### src/rtl/data_distributor14.sv
// data_distributor14: registered 1-to-4 distributor with valid/ready handshakes.
// Ports: iClk, iRst_n, iData/iValid/oReady (input stream), iS1/iS0/iRr (routing),
//        oD0..oD3/oValid/iReady (four output channels), oPtr (next round-robin
//        destination), oTotal (words accepted since reset, wrapping).
module data_distributor14 #(
    parameter int WIDTH = 4,
    parameter int CNT_W = 8
) (
    input  logic             iClk,
    input  logic             iRst_n,
    input  logic [WIDTH-1:0] iData,
    input  logic             iValid,
    output logic             oReady,
    input  logic             iS1,
    input  logic             iS0,
    input  logic             iRr,
    output logic [WIDTH-1:0] oD0,
    output logic [WIDTH-1:0] oD1,
    output logic [WIDTH-1:0] oD2,
    output logic [WIDTH-1:0] oD3,
    output logic [3:0]       oValid,
    input  logic [3:0]       iReady,
    output logic [1:0]       oPtr,
    output logic [CNT_W-1:0] oTotal
);

    logic [WIDTH-1:0] chData [4];
    logic [1:0]       dest;
    logic             accept;
    logic [3:0]       load;

    assign dest   = iRr ? oPtr : {iS1, iS0};
    // A full channel can still take a word when its sink drains it this cycle.
    assign oReady = ~oValid[dest] | iReady[dest];
    assign accept = iValid & oReady;

    always_comb begin
        load = 4'b0000;
        if (accept) begin
            load[dest] = 1'b1;
        end
    end

    always_ff @(posedge iClk or negedge iRst_n) begin
        if (!iRst_n) begin
            for (int k = 0; k < 4; k++) begin
                chData[k] <= '0;
            end
            oValid <= 4'b0000;
        end else begin
            for (int k = 0; k < 4; k++) begin
                if (load[k]) begin
                    chData[k] <= iData;
                    oValid[k] <= 1'b1;
                end else if (iReady[k]) begin
                    oValid[k] <= 1'b0;
                end
            end
        end
    end

    // The pointer only moves on round-robin accepts, so a stalled channel
    // holds the stream rather than being skipped.
    always_ff @(posedge iClk or negedge iRst_n) begin
        if (!iRst_n) begin
            oPtr   <= 2'd0;
            oTotal <= '0;
        end else if (accept) begin
            oTotal <= oTotal + 1'b1;
            if (iRr) begin
                oPtr <= oPtr + 2'd1;
            end
        end
    end

    assign oD0 = chData[0];
    assign oD1 = chData[1];
    assign oD2 = chData[2];
    assign oD3 = chData[3];

endmodule
### config.mk
export PLATFORM = sky130hd
export DESIGN_NAME = data_distributor14
export DESIGN_NICKNAME = d
export VERILOG_FILES = /design/src/rtl/data_distributor14.sv
export SDC_FILE = /design/constraint.sdc
export NUM_CORES = 1
export LEC_CHECK = 0
export BUFFER_PORTS_ARGS = -buffer_cell sky130_fd_sc_hd__buf_2
export CAP_MARGIN = 20
export CORE_MARGIN = 5
export CORE_UTILIZATION = 35
export CTS_CLUSTER_DIAMETER = 60
export DETAILED_ROUTE_END_ITERATION = 8
export SLEW_MARGIN = 20
export SYNTH_ARGS = -nofsm -noshare
export SYNTH_HDL_FRONTEND = slang
export SYNTH_SLANG_ARGS = --single-unit
### constraint.sdc
create_clock -name iClk -period 2.3 [get_ports iClk]
set_input_delay 0.115 -clock iClk [delete_from_list [all_inputs] [get_ports iClk]]
set_output_delay 0.115 -clock iClk [all_outputs]
set_load 0.03 [all_outputs]
**Word-level counts from Yosys, hierarchy flattened**

Cells that the tools add are included.

- Bits in registers: 30
- Input bits: 14
- Word-level logic and storage cells: 39

- Add/subtract/negate cells: 2
- Magnitude comparators: 2
- Mux-type cells: 16
- Bitwise logic cells: 3
- Reductions and logical operators: 6

Operators with widths:

| operator | number |
|---|---|
| 2-to-1 mux 1 bit | 11 |
| adder 8 x 1 -> 8 bit, second input constant | 1 |
| nonzero test 2 bit | 4 |
| binary-select mux 1 bit (select 2 bit) | 2 |
| 2-to-1 mux 4 bit | 1 |
| less-than comparator 2 x 3 -> 1 bit, second input constant | 1 |
| adder 2 x 1 -> 2 bit, second input constant | 1 |
| demux 1 bit (select 2 bit) | 1 |
| greater-or-equal comparator 2 x 1 -> 1 bit, second input constant | 1 |
| 2-to-1 mux 2 bit | 1 |
| AND reduction 2 bit | 1 |
| AND 1 bit | 1 |
| logical AND 1 bit | 1 |
| inverter 1 bit | 1 |
| OR 1 bit | 1 |

**Logic depth before layout (Yosys ltp)**

- Depth after elaboration: 8
- Gate-level depth with buffers: 6
- Gate-level depth less buffers: 5

**Worst setup path before layout**

OpenSTA, ideal clock, no wires.

- Path type: reg2reg
- Start: register oPtr[1]
- End: register oTotal[1]
- Arrival time: 1.925 ns
- Data required time: 2.175 ns
- Path slack: 0.250 ns
- Stages on the path, launching flop included: 6
- Buffers on the path: 0
- Clock period less this slack: 2.050 ns
- Cells stage by stage: dfrtp_1 mux2_4 mux2i_4 mux2i_4 and2_4 mux2_4

- Longest elaborated chain between the ends: 6
- Elaborated cells between the ends (all ways): 8

Ends and longest elaborated chain:

| what | line | source |
|---|---|---|
| from (decl) | 23 | `output logic [1:0] oPtr,` |
| from (signal assigned) | 71 | `oPtr <= oPtr + 2'd1;` |
| 2-to-1 mux 2 bit * | 32 | `assign dest = iRr ? oPtr : {iS1, iS0};` |
| binary-select mux 1 bit (select 2 bit) | 34 | `assign oReady = ~oValid[dest] \| iReady[dest];` |
| 2-to-1 mux 1 bit (implied by the code) | 34 |  |
| inverter 1 bit | 34 |  |
| OR 1 bit * | 34 |  |
| named net oReady | 13 | `output logic oReady,` |
| AND 1 bit * | 35 | `assign accept = iValid & oReady;` |
| to (signal assigned) | 69 | `oTotal <= oTotal + 1'b1;` |
| to (decl) | 24 | `output logic [CNT_W-1:0] oTotal` |

Mark *: on every way through the listed nets, which the timed path passes. The rest lies on a longest branch. The select of a mux whose other input is x is not followed.
A chain may end at the register's enable or synchronous reset.

**Worst setup path after layout**

- Start: register oPtr[1]
- End: output port oReady

- Longest elaborated chain between the ends: 5
- Elaborated cells between the ends (all ways): 7

Ends and longest elaborated chain:

| what | line |
|---|---|
| 2-to-1 mux 2 bit * | 32 |
| binary-select mux 1 bit (select 2 bit) | 34 |
| 2-to-1 mux 1 bit (implied by the code) | 34 |
| inverter 1 bit | 34 |
| OR 1 bit * | 34 |
| to (decl) | 13 |

Every way passes the cells marked *; elsewhere a longest branch is shown, timed or not. The select of a mux whose other input is x is not followed.

==> impl_metrics.prom <==
# TYPE chip_impl_metric gauge
chip_impl_metric{name="antenna_left",unit=""} 0
chip_impl_info{name="critical_path_slowest_stage_cell",value="dfrtp_1"} 1
chip_impl_metric{name="maxClockFrequency",unit="MHz"} 541.8
chip_impl_info{name="cp_common_cell",value="mux2i_4"} 1
chip_impl_metric{name="cp_slowest_stage_delay",unit="ns"} 0.41
chip_impl_metric{name="total_leakage_power",unit="nW"} 0.8235
chip_impl_metric{name="tot_gr_track_use",unit="%"} 12.22
chip_impl_metric{name="wire_length_of_the_first_global_routing_pass",unit="mm"} 4.657
chip_impl_metric{name="std_cell_rows",unit=""} 22
chip_impl_metric{name="number_of_maximum_capacitance_violations",unit=""} 0
chip_impl_metric{name="finalSetupViolCount",unit=""} 0
chip_impl_metric{name="finalHoldViolations",unit=""} 0
chip_impl_info{name="cts_root_buf",value="clkbuf_8"} 1
chip_impl_metric{name="die_w",unit="um"} 71.12
chip_impl_metric{name="grt_max_degree",unit=""} 31
chip_impl_metric{name="post-cts-setup-buffer-count",unit=""} 0
chip_impl_metric{name="critical_path_arrival",unit="ns"} 1.73
chip_impl_metric{name="drc_errors",unit=""} 0
chip_impl_metric{name="drt-initial-drc-count",unit=""} 33
chip_impl_info{name="critical_path.reg2reg.startpoint",value="oPtr[1]$_DFFE_PN0P_"} 1
chip_impl_info{name="reg2reg_to",value="oTotal[1]$_DFFE_PN0P_"} 1
chip_impl_metric{name="pwr_cell_area",unit="nW/um2"} 1545
chip_impl_metric{name="cts.clk_slew.worst_paths",unit="ns"} 0.06
chip_impl_metric{name="diodes_inserted",unit=""} 0
chip_impl_metric{name="synth-seq-cells",unit=""} 30
chip_impl_metric{name="clock_tree.buffer_depth",unit=""} 2
chip_impl_metric{name="synth_cells",unit=""} 92
chip_impl_metric{name="routed_via_density",unit=""} 4.766
chip_impl_info{name="cp-end-kind",value="primary output"} 1
chip_impl_metric{name="cts-htree-levels",unit=""} 2
chip_impl_metric{name="yosysWarningCount",unit=""} 0
chip_impl_metric{name="ys_types",unit=""} 19
chip_impl_info{name="synth_largest_area_cell",value="dfrtp_1"} 1
chip_impl_metric{name="critical_path_peak_fanout",unit=""} 8
chip_impl_metric{name="slew_violations",unit=""} 0
chip_impl_info{name="ys_top_cells_by_area",value="dfrtp_1 (57%), mux2_2 (15%), mux2i_4 (5.2%)"} 1
chip_impl_info{name="critPathLaunchType",value="flop"} 1
chip_impl_metric{name="global_route.overflow_total",unit=""} 0
chip_impl_metric{name="slew_headroom",unit="%"} 56.53
chip_impl_metric{name="fp.dieH",unit="um"} 71.12
chip_impl_metric{name="quantity_of_gates_resized_following_cts",unit=""} 0
chip_impl_metric{name="power.total",unit="mW"} 2.616
chip_impl_metric{name="cp.required",unit="ns"} 2.18
chip_impl_metric{name="fin_crit_sh",unit="%"} 80.25
chip_impl_metric{name="syn_area_per_cell",unit="um2"} 14.21
chip_impl_info{name="worst_hold_path.endpoint",value="oD1[2]$_DFFE_PN0P_"} 1
chip_impl_metric{name="io_pins",unit=""} 45
chip_impl_metric{name="first_global_vias",unit=""} 955
chip_impl_metric{name="clock_latency",unit="ns"} 0.27
chip_impl_metric{name="routed_wl",unit="mm"} 2.808
chip_impl_metric{name="core_area",unit="um2"} 3633
chip_impl_metric{name="grt_antenna_before_repair",unit=""} 0
chip_impl_metric{name="routedWlPerCell",unit="um"} 14.63
chip_impl_metric{name="dr_total_vias",unit=""} 915
chip_impl_metric{name="globalplace.congestion",unit=""} 0.8519
chip_impl_metric{name="first_pass_iters",unit=""} 4
chip_impl_info{name="status",value="finished clean"} 1
chip_impl_info{name="rsz0062_at_grt",value="false"} 1
chip_impl_metric{name="tritoncts.num_buffers",unit=""} 5
chip_impl_info{name="timing.hold.worst.class",value="in2reg"} 1
chip_impl_info{name="cts_tree",value="yes"} 1
chip_impl_metric{name="timing_worst_slew_pin_value",unit="ns"} 0.6520
chip_impl_metric{name="port-buffer-count",unit=""} 44
chip_impl_metric{name="num-fill-cells",unit=""} 343
chip_impl_metric{name="setup-tns-final",unit="ns"} 0
chip_impl_metric{name="die_area",unit="um2"} 5058
chip_impl_metric{name="worst_clock_skew",unit="ns"} 0.01026
chip_impl_metric{name="setup.reg_to_reg.worst_slack",unit="ns"} 0.50
chip_impl_info{name="worst_hold_startpoint",value="iData[2]"} 1
chip_impl_metric{name="synth_sequential_area_ratio",unit="%"} 57.42
chip_impl_metric{name="hold_ws",unit="ns"} 0.1193
chip_impl_metric{name="clock_sinks",unit=""} 30
chip_impl_metric{name="cts.hold.buffers_added",unit=""} 1
chip_impl_metric{name="initial_utilization",unit="%"} 35.98
chip_impl_info{name="timing.setup.critical_path_class",value="reg2out"} 1
chip_impl_metric{name="holdPathStages",unit=""} 2
chip_impl_info{name="crit_path_cell_trace",value="mux2_4, mux2i_4, mux2i_4, buf_2"} 1
chip_impl_metric{name="synthesis.area",unit="um2"} 1308
chip_impl_metric{name="nets",unit=""} 158
chip_impl_metric{name="finalWorstPathRequiredPeriod",unit="ns"} 1.846
chip_impl_metric{name="area_delta_synth_final",unit="%"} 29.47
chip_impl_metric{name="synth_top_area_share",unit="%"} 57.42
chip_impl_metric{name="post_synthesis_net_count",unit=""} 107
chip_impl_metric{name="peakVddDrop",unit="V"} 0.0005132
chip_impl_metric{name="drive_above_1_share",unit="%"} 50.69
chip_impl_metric{name="reg2reg_depth",unit=""} 5
[metrics by stage]
step | setup WS, ns | instance area, um2 | utilization, % | std cells
after floorplan | 0.2504 | 1308 | - | 92
after global placement | 0.5407 | 1577 | 43.39 | 183
after detailed placement | 0.5104 | 1577 | 43.39 | 183
after CTS | 0.4433 | 1693 | 46.59 | 192
after global routing | 0.3668 | 1693 | 46.59 | 192
final | 0.4543 | 1693 | 46.59 | 192
[area by class of cell]
type	instances	area, um2	area share [%]
clock buffer	7	76.32	4.509
clock inverter	1	30.03	1.774
multi-input combinational	61	545.5	32.22
sequential	30	750.7	44.35
tap	48	60.06	3.548
timing repair buffer	45	230.2	13.60
[flip-flops by register name, summed over array words and instances (netlist names)]
| register | count |
|---|---|
| oD3 | 4 |
| oTotal | 8 |
| oValid | 4 |
| oD2 | 4 |
| oPtr | 2 |
| oD0 | 4 |
| oD1 | 4 |
[critical path, delay by kind of cell (launching register included)]
kind	cells	cell delay, ns
DFF	1	0.41
muxes	3	0.78
buffers and inverters	1	0.25
[cells by family after synthesis]
family | count (synthesis) | synth area share (%)
flops | 30 | 57.42
simple gates | 26 | 10.81
mux | 24 | 23.64
xor+xnor | 8 | 5.359
compound gates | 2 | 0.9568
buf+inv | 1 | 0.8612
fa+ha+maj | 1 | 0.9568
[metal layers]
layer | routed length [um] | vias to the layer above | global-route usage [%]
met5 | 0 | - | 0
met3 | 118 | 6 | 3.977
met1 | 1153 | 460 | 14.40
li1 | - | 425 | -
met4 | 73 | 0 | 7.516
met2 | 1462 | 24 | 19.26
[report_power, final]
| group | leakage, nW | switching [mW] | internal (mW) |
|---|---|---|---|
| clock | 0.0524 | 0.178 | 0.324 |
| sequential | 0.366 | 0.164 | 0.763 |
| combinational | 0.405 | 0.761 | 0.425 |
| total | 0.824 | 1.10 | 1.51 |
[cells in the mapped netlist]
master / instances
nand2_1: 7
and2_1: 1
nand3_1: 3
nor2_1: 1
nand4_1: 6
mux2_4: 2
o31ai_1: 1
xnor2_1: 7
mux2_2: 17
o21ai_0: 1
ha_1: 1
and2_4: 1
mux2i_4: 3
mux2i_1: 2
and3_1: 3
buf_6: 1
xor2_1: 1
nand2b_1: 4
dfrtp_1: 30
[placed cells by master, fill, tap and decap left out, drive strengths merged]
master	Yosys	routed
nand3	3	3
nor2	1	1
o21ai	1	1
xnor2	7	7
dfrtp	30	30
bufinv	0	1
ha	1	1
nand2b	4	4
o31ai	1	1
mux2	19	19
clkbuf	0	7
buf	1	44
dlygate4sd3	0	1
nand2	7	7
nand4	6	6
xor2	1	1
mux2i	5	5
and3	3	3
and2	2	2
[worst max-delay path by stage]
stage          cells past startpoint                 from  slack, ns               endpoint
2_1_floorplan                      5  oPtr[1]$_DFFE_PN0P_       0.25  oTotal[1]$_DFFE_PN0P_
3_3_place_gp                       5  oPtr[1]$_DFFE_PN0P_       0.54  oTotal[1]$_DFFE_PN0P_
3_5_place_dp                       5  oPtr[1]$_DFFE_PN0P_       0.51  oTotal[1]$_DFFE_PN0P_
4_1_cts                            4  oPtr[1]$_DFFE_PN0P_       0.44                 oReady
5_1_grt                            4  oPtr[1]$_DFFE_PN0P_       0.37                 oReady
6_report                           4  oPtr[1]$_DFFE_PN0P_       0.45                 oReady
Note: power is estimated with default switching activity, not from simulation.
